$ cat config.mk
export PLATFORM = sky130hd
export DESIGN_NAME = mmio_gpio_flat
export DESIGN_NICKNAME = d
export VERILOG_FILES = /design/src/rtl/mmio_pkg.sv /design/src/rtl/mmio_gpio_if.sv /design/src/rtl/mmio_gpio_io_sync.sv /design/src/rtl/mmio_gpio.sv /design/src/flat_wrapper.sv
export SDC_FILE = /design/constraint.sdc
export NUM_CORES = 1
export LEC_CHECK = 0
export ABC_AREA = 1
export BUFFER_PORTS_ARGS = -buffer_cell sky130_fd_sc_hd__buf_2
export CORE_MARGIN = 2
export CORE_UTILIZATION = 44
export CTS_CLUSTER_SIZE = 20
export DETAILED_ROUTE_END_ITERATION = 10
export SYNTH_ARGS = -nofsm -noshare
export SYNTH_HDL_FRONTEND = slang
export SYNTH_HIERARCHICAL = 1
export SYNTH_SLANG_ARGS = --single-unit
$ cat constraint.sdc
create_clock -name i_clk -period 2 [get_ports i_clk]
set_input_delay 0.6 -clock i_clk [delete_from_list [all_inputs] [get_ports i_clk]]
set_output_delay 0.6 -clock i_clk [all_outputs]
set_load 0.03 [all_outputs]
$ cat src/rtl/mmio_pkg.sv
// mmio_pkg: definitions shared by the memory-mapped IO blocks on the data bus.
//   LEN_B/LEN_H/LEN_W : MemLen access-size encodings driven by the core
//   IO_BASE           : first data address decoded to the IO region
//   byte_mask()       : 4-bit lane enable for an access size and lane
//   lane_bits()       : expands a 4-bit lane enable to a 32-bit bit mask
package mmio_pkg;

  localparam logic [2:0] LEN_B = 3'd0;
  localparam logic [2:0] LEN_H = 3'd1;
  localparam logic [2:0] LEN_W = 3'd2;

  localparam int unsigned IO_BASE = 32'd256;

  // Half-word accesses ignore addr[0]; word accesses ignore the whole lane.
  // Unsupported sizes enable no lanes, which turns the access into a no-op.
  function automatic logic [3:0] byte_mask(input logic [2:0] len, input logic [1:0] lane);
    logic [3:0] m;
    case (len)
      LEN_B:   m = 4'b0001 << lane;
      LEN_H:   m = lane[1] ? 4'b1100 : 4'b0011;
      LEN_W:   m = 4'b1111;
      default: m = 4'b0000;
    endcase
    return m;
  endfunction

  function automatic logic [31:0] lane_bits(input logic [3:0] m);
    return {{8{m[3]}}, {8{m[2]}}, {8{m[1]}}, {8{m[0]}}};
  endfunction

endpackage

$ cat src/rtl/mmio_gpio_if.sv
// mmio_gpio_if: data-bus slave port of the IO region.
//   cs, addr, wr_en, rd_en, mem_len, wr_data : driven by the core / address decode
//   rd_data, rd_valid                        : driven by the peripheral, registered
interface mmio_gpio_if #(
  parameter int WIDTH  = 32,
  parameter int ADDR_W = 8
);
  logic              cs;
  logic [ADDR_W-1:0] addr;
  logic              wr_en;
  logic              rd_en;
  logic [2:0]        mem_len;
  logic [WIDTH-1:0]  wr_data;
  logic [WIDTH-1:0]  rd_data;
  logic              rd_valid;

  modport master (
    output cs, addr, wr_en, rd_en, mem_len, wr_data,
    input  rd_data, rd_valid
  );

  modport slave (
    input  cs, addr, wr_en, rd_en, mem_len, wr_data,
    output rd_data, rd_valid
  );
endinterface

$ cat src/rtl/mmio_gpio_io_sync.sv
// io_sync: per-bit two-flop synchroniser plus previous-value flop for one input channel.
//   i_clk, i_rst_n : clock, synchronous active-low reset
//   i_async_in     : asynchronous external input
//   o_sync_out     : synchronised value (second stage)
//   o_rise         : one-cycle pulse per bit on a synchronised 0->1 transition
module io_sync #(
  parameter int WIDTH = 32
) (
  input  logic             i_clk,
  input  logic             i_rst_n,
  input  logic [WIDTH-1:0] i_async_in,
  output logic [WIDTH-1:0] o_sync_out,
  output logic [WIDTH-1:0] o_rise
);

  logic [WIDTH-1:0] r_s1;
  logic [WIDTH-1:0] r_s2;
  logic [WIDTH-1:0] r_p;

  // Synchroniser chain and previous-value history.
  always_ff @(posedge i_clk) begin
    if (!i_rst_n) begin
      r_s1 <= '0;
      r_s2 <= '0;
      r_p  <= '0;
    end else begin
      r_s1 <= i_async_in;
      r_s2 <= r_s1;
      r_p  <= r_s2;
    end
  end

  assign o_sync_out = r_s2;
  assign o_rise     = r_s2 & ~r_p;

endmodule

$ cat src/rtl/mmio_gpio.sv
// mmio_gpio: memory-mapped GPIO peripheral on the data bus.
//   i_clk, i_rst_n : clock, synchronous active-low reset
//   bus            : slave bus port (select, byte offset, strobes, size, data, read return)
//   i_gpio_in      : N_IN asynchronous input channels, channel j at [j*WIDTH +: WIDTH]
//   o_gpio_out     : N_OUT output registers, concatenated the same way
//   o_irq          : registered OR of every edge-flag bit
// Register map by word index: OUT[0..N_OUT-1] RW, then IN[0..N_IN-1] RO,
// then EDGE[0..N_IN-1] RO/W1C; every other index reads 0 and ignores writes.
module mmio_gpio
  import mmio_pkg::*;
#(
  parameter int          WIDTH   = 32,
  parameter int          N_OUT   = 4,
  parameter int          N_IN    = 2,
  parameter int          ADDR_W  = 8,
  parameter logic [31:0] OUT_RST = 32'h0000_0000
) (
  input  logic                   i_clk,
  input  logic                   i_rst_n,
  mmio_gpio_if.slave             bus,
  input  logic [N_IN*WIDTH-1:0]  i_gpio_in,
  output logic [N_OUT*WIDTH-1:0] o_gpio_out,
  output logic                   o_irq
);

  localparam int IDX_W = ADDR_W - 2;

  logic [N_OUT-1:0][WIDTH-1:0] r_out;
  logic [N_IN-1:0][WIDTH-1:0]  r_edge;
  logic [WIDTH-1:0]            r_rd_data;
  logic                        r_rd_valid;
  logic                        r_irq;

  logic [IDX_W-1:0]            w_idx;
  logic [3:0]                  w_bytes;
  logic [WIDTH-1:0]            w_bmask;
  logic [WIDTH-1:0]            w_wdata;
  logic                        w_wr;
  logic                        w_rd;
  logic [N_OUT-1:0]            w_out_hit;
  logic [N_IN-1:0]             w_in_hit;
  logic [N_IN-1:0]             w_edge_hit;
  logic [N_IN-1:0][WIDTH-1:0]  w_sync;
  logic [N_IN-1:0][WIDTH-1:0]  w_rise;
  logic [N_IN-1:0][WIDTH-1:0]  w_clr;
  logic [WIDTH-1:0]            w_rd_mux;

  assign w_idx   = bus.addr[ADDR_W-1:2];
  assign w_bytes = byte_mask(bus.mem_len, bus.addr[1:0]);
  assign w_bmask = lane_bits(w_bytes);
  assign w_wr    = bus.cs & bus.wr_en;
  assign w_rd    = bus.cs & bus.rd_en;

  // Replicate right-aligned write data onto every lane; the lane mask picks the target.
  always_comb begin
    w_wdata = bus.wr_data;
    case (bus.mem_len)
      LEN_B:   w_wdata = {4{bus.wr_data[7:0]}};
      LEN_H:   w_wdata = {2{bus.wr_data[15:0]}};
      default: w_wdata = bus.wr_data;
    endcase
  end

  // Full-width index compare, so no register aliases at a higher index.
  genvar gi;
  generate
    for (gi = 0; gi < N_OUT; gi++) begin : g_out_dec
      assign w_out_hit[gi] = (w_idx == IDX_W'(gi));
    end
    for (gi = 0; gi < N_IN; gi++) begin : g_in
      assign w_in_hit[gi]   = (w_idx == IDX_W'(N_OUT + gi));
      assign w_edge_hit[gi] = (w_idx == IDX_W'(N_OUT + N_IN + gi));
      assign w_clr[gi]      = (w_wr && w_edge_hit[gi]) ? (w_wdata & w_bmask) : '0;

      io_sync #(.WIDTH(WIDTH)) u_sync (
        .i_clk      (i_clk),
        .i_rst_n    (i_rst_n),
        .i_async_in (i_gpio_in[gi*WIDTH +: WIDTH]),
        .o_sync_out (w_sync[gi]),
        .o_rise     (w_rise[gi])
      );
    end
  endgenerate

  // Read mux over pre-edge register values; unmapped indices select nothing.
  always_comb begin
    w_rd_mux = '0;
    for (int i = 0; i < N_OUT; i++) begin
      w_rd_mux = w_rd_mux | (w_out_hit[i] ? r_out[i] : '0);
    end
    for (int j = 0; j < N_IN; j++) begin
      w_rd_mux = w_rd_mux | (w_in_hit[j] ? w_sync[j] : '0)
                          | (w_edge_hit[j] ? r_edge[j] : '0);
    end
  end

  // Register file, edge flags, read return and interrupt.
  always_ff @(posedge i_clk) begin
    if (!i_rst_n) begin
      r_out      <= {N_OUT{OUT_RST}};
      r_edge     <= '0;
      r_rd_data  <= '0;
      r_rd_valid <= 1'b0;
      r_irq      <= 1'b0;
    end else begin
      for (int i = 0; i < N_OUT; i++) begin
        if (w_wr && w_out_hit[i]) begin
          r_out[i] <= (r_out[i] & ~w_bmask) | (w_wdata & w_bmask);
        end
      end
      // A rise detected in the same cycle as its W1C clear keeps the flag set.
      for (int j = 0; j < N_IN; j++) begin
        r_edge[j] <= (r_edge[j] & ~w_clr[j]) | w_rise[j];
      end
      r_irq      <= |r_edge;
      r_rd_valid <= w_rd;
      if (w_rd) begin
        r_rd_data <= w_rd_mux;
      end
    end
  end

  assign o_gpio_out   = r_out;
  assign o_irq        = r_irq;
  assign bus.rd_data  = r_rd_data;
  assign bus.rd_valid = r_rd_valid;

endmodule

$ cat src/flat_wrapper.sv
// flat-port wrapper written by rule: the top's interface ports become plain ports
module mmio_gpio_flat import mmio_pkg::*;
#(
  parameter int          WIDTH   = 32,
  parameter int          N_OUT   = 4,
  parameter int          N_IN    = 2,
  parameter int          ADDR_W  = 8,
  parameter logic [31:0] OUT_RST = 32'h0000_0000
)
  (i_clk, i_rst_n, i_gpio_in, o_gpio_out, o_irq, bus_cs, bus_addr, bus_wr_en, bus_rd_en, bus_mem_len, bus_wr_data, bus_rd_data, bus_rd_valid);
  mmio_gpio_if #(.WIDTH(WIDTH), .ADDR_W(ADDR_W)) bus_i ();
  input  logic i_clk;
  input  logic i_rst_n;
  input  logic [N_IN*WIDTH-1:0] i_gpio_in;
  output logic [N_OUT*WIDTH-1:0] o_gpio_out;
  output logic o_irq;
  input wire logic [$bits(bus_i.cs)-1:0] bus_cs;
  input wire logic [$bits(bus_i.addr)-1:0] bus_addr;
  input wire logic [$bits(bus_i.wr_en)-1:0] bus_wr_en;
  input wire logic [$bits(bus_i.rd_en)-1:0] bus_rd_en;
  input wire logic [$bits(bus_i.mem_len)-1:0] bus_mem_len;
  input wire logic [$bits(bus_i.wr_data)-1:0] bus_wr_data;
  output wire logic [$bits(bus_i.rd_data)-1:0] bus_rd_data;
  output wire logic [$bits(bus_i.rd_valid)-1:0] bus_rd_valid;
  assign bus_i.cs = bus_cs;
  assign bus_i.addr = bus_addr;
  assign bus_i.wr_en = bus_wr_en;
  assign bus_i.rd_en = bus_rd_en;
  assign bus_i.mem_len = bus_mem_len;
  assign bus_i.wr_data = bus_wr_data;
  assign bus_rd_data = bus_i.rd_data;
  assign bus_rd_valid = bus_i.rd_valid;
  mmio_gpio #(.WIDTH(WIDTH), .N_OUT(N_OUT), .N_IN(N_IN), .ADDR_W(ADDR_W), .OUT_RST(OUT_RST)) u_core (.i_clk(i_clk), .i_rst_n(i_rst_n), .bus(bus_i), .i_gpio_in(i_gpio_in), .o_gpio_out(o_gpio_out), .o_irq(o_irq));
endmodule
==> metrics.txt, run 1 <==
outcome=complete, no violations; CTS hold repair buffers=0; Core Region=a little under 40,000 um2; Critical R2R Capture=u_core/o_irq; fmax=0.5252 GHz; slew margin rel.=roughly 60%; Port Buffers=between 200 and 300; Cell Chain, Critical Path=buf_2; HP Start=i_gpio_in[60]; Worst path top cell family by delay=flip-flops; CTS resizes=0; TritonCTS clock tree=done; Vias/cell=around 5.1; die height=~200 um; Mean Syn Cell Area=about 6.9 um2; CP bufs+invs=1; DR vias=approximately 17,000; clk root buf=clkbuf_16; num ports=~270; R2R depth=6; Final WS setup=roughly 0.096 ns; synth unique cells=23; hold endpoint=u_core/g_in[1].u_sync/r_s1[28]; # setup viols final=0; Setup WS pre-CTS=-0.1962 ns; number of global-route vias before repair=~16,000; fin nets=a little under 3,000; Layout area overhead=25.13%; worst-path fanout max=3; CP Capture Type=output pin; chip width=just over 200 um; WP data arrival=approximately 1.3 ns; Least-Margin Pin Slew=0.5717 ns; gr ovfl total=0; register area share after synthesis=roughly 48%; minimum clock period=approximately 1.9 ns; largest net degree at the start of global routing=106; number of remaining DRC errors=0; Reg clk slew, reported paths=0.06 ns; Critical R2R Launch=u_core/r_edge[20]; Final Max Tran Viols=0; CP Launch Type=register; power per cell area=867.5 nW/um2; Synth Instances=between 2,000 and 3,000; Fillers=slightly below 4,000; Tcrit/Tclk final=about 95%; Total Power=around 19 mW; Required @ worst endpoint=roughly 1.4 ns; WHS=approximately 0.21 ns; Worst path slowest cell=dfxtp_1; Num CTS Buffers=45; commonest non-fill, non-tap cell in the layout=nand2_1; max cap viols=0; FP Rows=72; hold path cells=3; drt first pass iters=6; Routed WL=roughly 60 mm; Mapped Area=~17,000 um2; leakage=11.15 nW; ANT nets after route=0; initial core utilization=between 40% and 50%; Final Hold Viols=0; Placer Congestion=0.9165; H-tree level count=2; share of cells above drive strength 1=just under 20%; Post-CTS Setup Bufs=0; worst skew pair latency=~0.58 ns; gr usage total=between 20% and 30%; syn nets=roughly 2,600; wire per inst=around 18 um; DRC marker count from the first detailed-route iteration=1,282; RSZ-0062 raised after global routing=false; synthesis-stage register bit count=approximately 420; Synth Warn #=6; Reg2Reg Setup Slack=between 0.5 and 0.6 ns; Die ar.=~41,000 um2; skew final=approximately 0.014 ns; CP peak stage delay=roughly 0.47 ns; HP Class=primary input to register; Finished Core Util=56.16%; HPWL after detailed placement=46.39 mm; clk buf depth=3; setup tns final=0 ns; first-pass GRT wire length=~90 mm; Sink Count=~420; most frequent cells in the layout=nand2_1 (518), dfxtp_1 (418), inv_1 (389); WS Path Type=register to output pin; initial antenna violation count=2; Max rail drop VDD=roughly 0.54 mV
-- Yosys cell counts (all sizes together) --
master / number / area share (%)
buf: 75 / 2.7
o21ai: 66 / 1.9
nor2: 368 / 8.1
nand3: 336 / 9.7
nand2: 542 / 12
clkinv: 3 / 0.079
nand4: 58 / 2.1
inv: 413 / 8.9
dfxtp: 418 / 48
a21oi: 152 / 4.4
clkbuf: 64 / 1.4
nor3: 3 / 0.086
a31oi: 26 / 0.93
-- cell type report --
class	instances	area, um2	share of cell area [%]
antenna	2	5.005	0.02290
clock buffer	59	1271	5.817
clock inverter	17	225.2	1.031
inverter	416	1567	7.168
multi-input combinational	1551	6849	31.34
sequential	418	8368	38.29
tap	518	648.1	2.966
timing repair buffer	419	2922	13.37
-- worst reg2reg max path, delay by kind of cell (launching register included) --
family,cells,cell delay [ns]
and+or+nand+nor,5,0.91
DFF,1,0.33
AOI/OAI and AO/OA,1,0.10
-- kinds of logic after synthesis --
kind of cell | count (synthesis) | share of synthesized area [%]
compound gates | 244 | 7.178
buf+inv | 555 | 13.02
flops | 418 | 47.91
simple gates | 1307 | 31.89
-- worst max path at each step --
stage	end	slack [ns]	start	depth (start not counted)
after floorplan	u_core/r_edge[16]	0.19	bus_addr[7]	8
after global placement	register	-0.17	bus_addr[7]	9
after detailed placement	register	-0.20	bus_addr[7]	9
after CTS	o_gpio_out[95]	0.11	register	1
after global routing	o_gpio_out[85]	0.09	register	1
final	o_gpio_out[87]	0.1	register	1
-- per-layer routing --
| layer | up-vias | track usage (%) | part of all wire (%) | wire length [um] |
|---|---|---|---|---|
| met2 | 636 | 49.71 | 48 | 29580 |
| met5 | - | 0 | 0 | 0 |
| met3 | 115 | 4.043 | 6.7 | 4157 |
| met4 | 0 | 12.70 | 3.9 | 2412 |
| li1 | 8493 | - | - | - |
| met1 | 7974 | 36.85 | 41 | 25460 |
-- per-stage QoR --
step	area, um2	instances
2_1_floorplan	17470	2524
3_3_place_gp	20350	3322
3_5_place_dp	20350	3322
4_1_cts	21850	3398
5_1_grt	21850	3398
6_report	21850	3400
-- report_power, final --
part	internal, mW	total, mW	switching (mW)
Clock	5.10	8.49	3.39
Combinational	0.587	1.71	1.12
Sequential	8.60	8.76	0.161
(Power assumes the default switching activity.)
==> run 2: changes to the inputs <==
--- a/config.mk
+++ b/config.mk
@@ -7,6 +7,7 @@
 export LEC_CHECK = 0
 export ABC_AREA = 1
 export BUFFER_PORTS_ARGS = -buffer_cell sky130_fd_sc_hd__buf_2
+export CAP_MARGIN = 40
 export CORE_MARGIN = 2
 export CORE_UTILIZATION = 44
 export CTS_CLUSTER_SIZE = 20
==> constraint.sdc (replaced) <==
create_clock -name i_clk -period 2 [get_ports i_clk]
set_input_delay 0.6 -clock i_clk [delete_from_list [all_inputs] [get_ports i_clk]]
set_output_delay 0.6 -clock i_clk [all_outputs]
set_load 0.1 [all_outputs]
==> metrics.txt, run 2 (same netlist as run 1, synthesis figures left out) <==
gr ovfl total=0; WP data arrival=approximately 1.4 ns; max cap viols=0; number of remaining DRC errors=0; Placer Congestion=0.9165; setup tns final=0 ns; clk buf depth=3; leakage=around 11 nW; Post-CTS Setup Bufs=0; most frequent cells in the layout=nand2_1 (518), dfxtp_1 (418), inv_1 (389); drt first pass iters=5; minimum clock period=1.986 ns; ANT nets after route=0; Least-Margin Pin Slew=between 0.5 and 0.6 ns; wire per inst=approximately 18 um; Total Power=roughly 19 mW; num ports=between 200 and 300; Worst path slowest cell=dfxtp_1; Final Hold Viols=0; number of global-route vias before repair=around 16,000; # setup viols final=0; Vias/cell=5.071; die height=203.2 um; power per cell area=roughly 870 nW/um2; Tcrit/Tclk final=just under 100%; skew final=between 0.01 and 0.015 ns; Setup WS pre-CTS=-0.1962 ns; CP bufs+invs=1; Final WS setup=0.01406 ns; HP Class=primary input to register; initial core utilization=around 45%; commonest non-fill, non-tap cell in the layout=nand2_1; worst skew pair latency=approximately 0.58 ns; WS Path Type=register to output pin; Core Region=38,920 um2; Worst path top cell family by delay=flip-flops; WHS=approximately 0.2 ns; CP Launch Type=register; Finished Core Util=a little under three fifths; fmax=0.5035 GHz; chip width=a little over 200 um; CTS hold repair buffers=0; H-tree level count=2; Num CTS Buffers=45; Final Max Tran Viols=0; initial antenna violation count=2; Cell Chain, Critical Path=buf_4; Max rail drop VDD=~0.54 mV; FP Rows=between 70 and 80; Routed WL=~62 mm; slew margin rel.=between 60% and 70%; DRC marker count from the first detailed-route iteration=around 1,400; Fillers=3,853; Reg clk slew, reported paths=about 0.060 ns; largest net degree at the start of global routing=106; clk root buf=clkbuf_16; HPWL after detailed placement=roughly 46 mm; fin nets=around 3,000; Port Buffers=~270; worst-path fanout max=3; CP Capture Type=output pin; RSZ-0062 raised after global routing=false; share of cells above drive strength 1=between 15 and 20%; Die ar.=roughly 41,000 um2; Sink Count=about 420; Layout area overhead=26.86%; TritonCTS clock tree=done; gr usage total=between 20% and 30%; CP peak stage delay=about 0.46 ns; Required @ worst endpoint=~1.4 ns; DR vias=17,240; outcome=complete, no violations; first-pass GRT wire length=92.06 mm
-- run 2: changes by cell type in the layout (fill, tap and decap cells not counted), sizes merged --
cell,before,now
buf,418,401
clkbuf,60,77
diode,2,1
-- run 2: path summary, 6_finish.rpt --
check | startpoint | to | slack [ns] | cells past startpoint
min reg2reg | u_core/g_in[1].u_sync/r_s1[15] | u_core/g_in[1].u_sync/o_sync_out[15] | 0.41 | 2
max | register | o_gpio_out[95] | 0.01 | 1
min | i_gpio_in[60] | u_core/g_in[1].u_sync/r_s1[28] | 0.21 | 3
max reg2reg | u_core/r_edge[20] | u_core/o_irq | 0.57 | 6
-- run 2: final cells by class --
cell class              instances  area (um2)  area share [%]
flip-flops and latches        418        8368           37.77
inverters                     416        1567           7.070
repair buffers                419        3226           14.56
multi-input cells            1551        6849           30.91
clock inverters                17       225.2           1.016
clock buffers                  59        1271           5.738
well taps                     518       648.1           2.925
diodes                          1       2.502         0.01129
-- run 2: worst register-to-register path: stages, from the launching register on --
cell and delay [ns]:
dfxtp_1 0.33, nor2_1 0.13, nand2_1 0.07, nor3_1 0.31, nand3_1 0.22, nor2_1 0.14
a21oi_1 0.09
-- run 2: report_power, final --
part / internal [mW] / total (mW) / switching, mW
registers: 8.60 / 8.76 / 0.162
clock network: 5.10 / 8.50 / 3.40
logic: 0.591 / 1.93 / 1.34
-- run 2: repair_timing --
action                                  4_1_cts  5_1_grt
endpoints found under the setup margin      103       18
pin swaps                                     0        0
gates resized for setup                     103       18
-- run 2: layer usage --
| metal | vias to the layer above | share of wire [%] | GRT usage (%) |
|---|---|---|---|
| met5 | - | 0.023 | 0 |
| met4 | 2 | 4.0 | 12.49 |
| met3 | 121 | 6.9 | 3.995 |
| met2 | 666 | 48 | 49.84 |
| met1 | 7955 | 41 | 36.95 |
| li1 | 8494 | - | - |
-- run 2: per-stage QoR --
stage	instances	cell area, um2
after CTS	3398	22110
after global routing	3398	22150
after floorplan	2524	17470
after global placement	3322	20350
final	3399	22160
after detailed placement	3322	20350
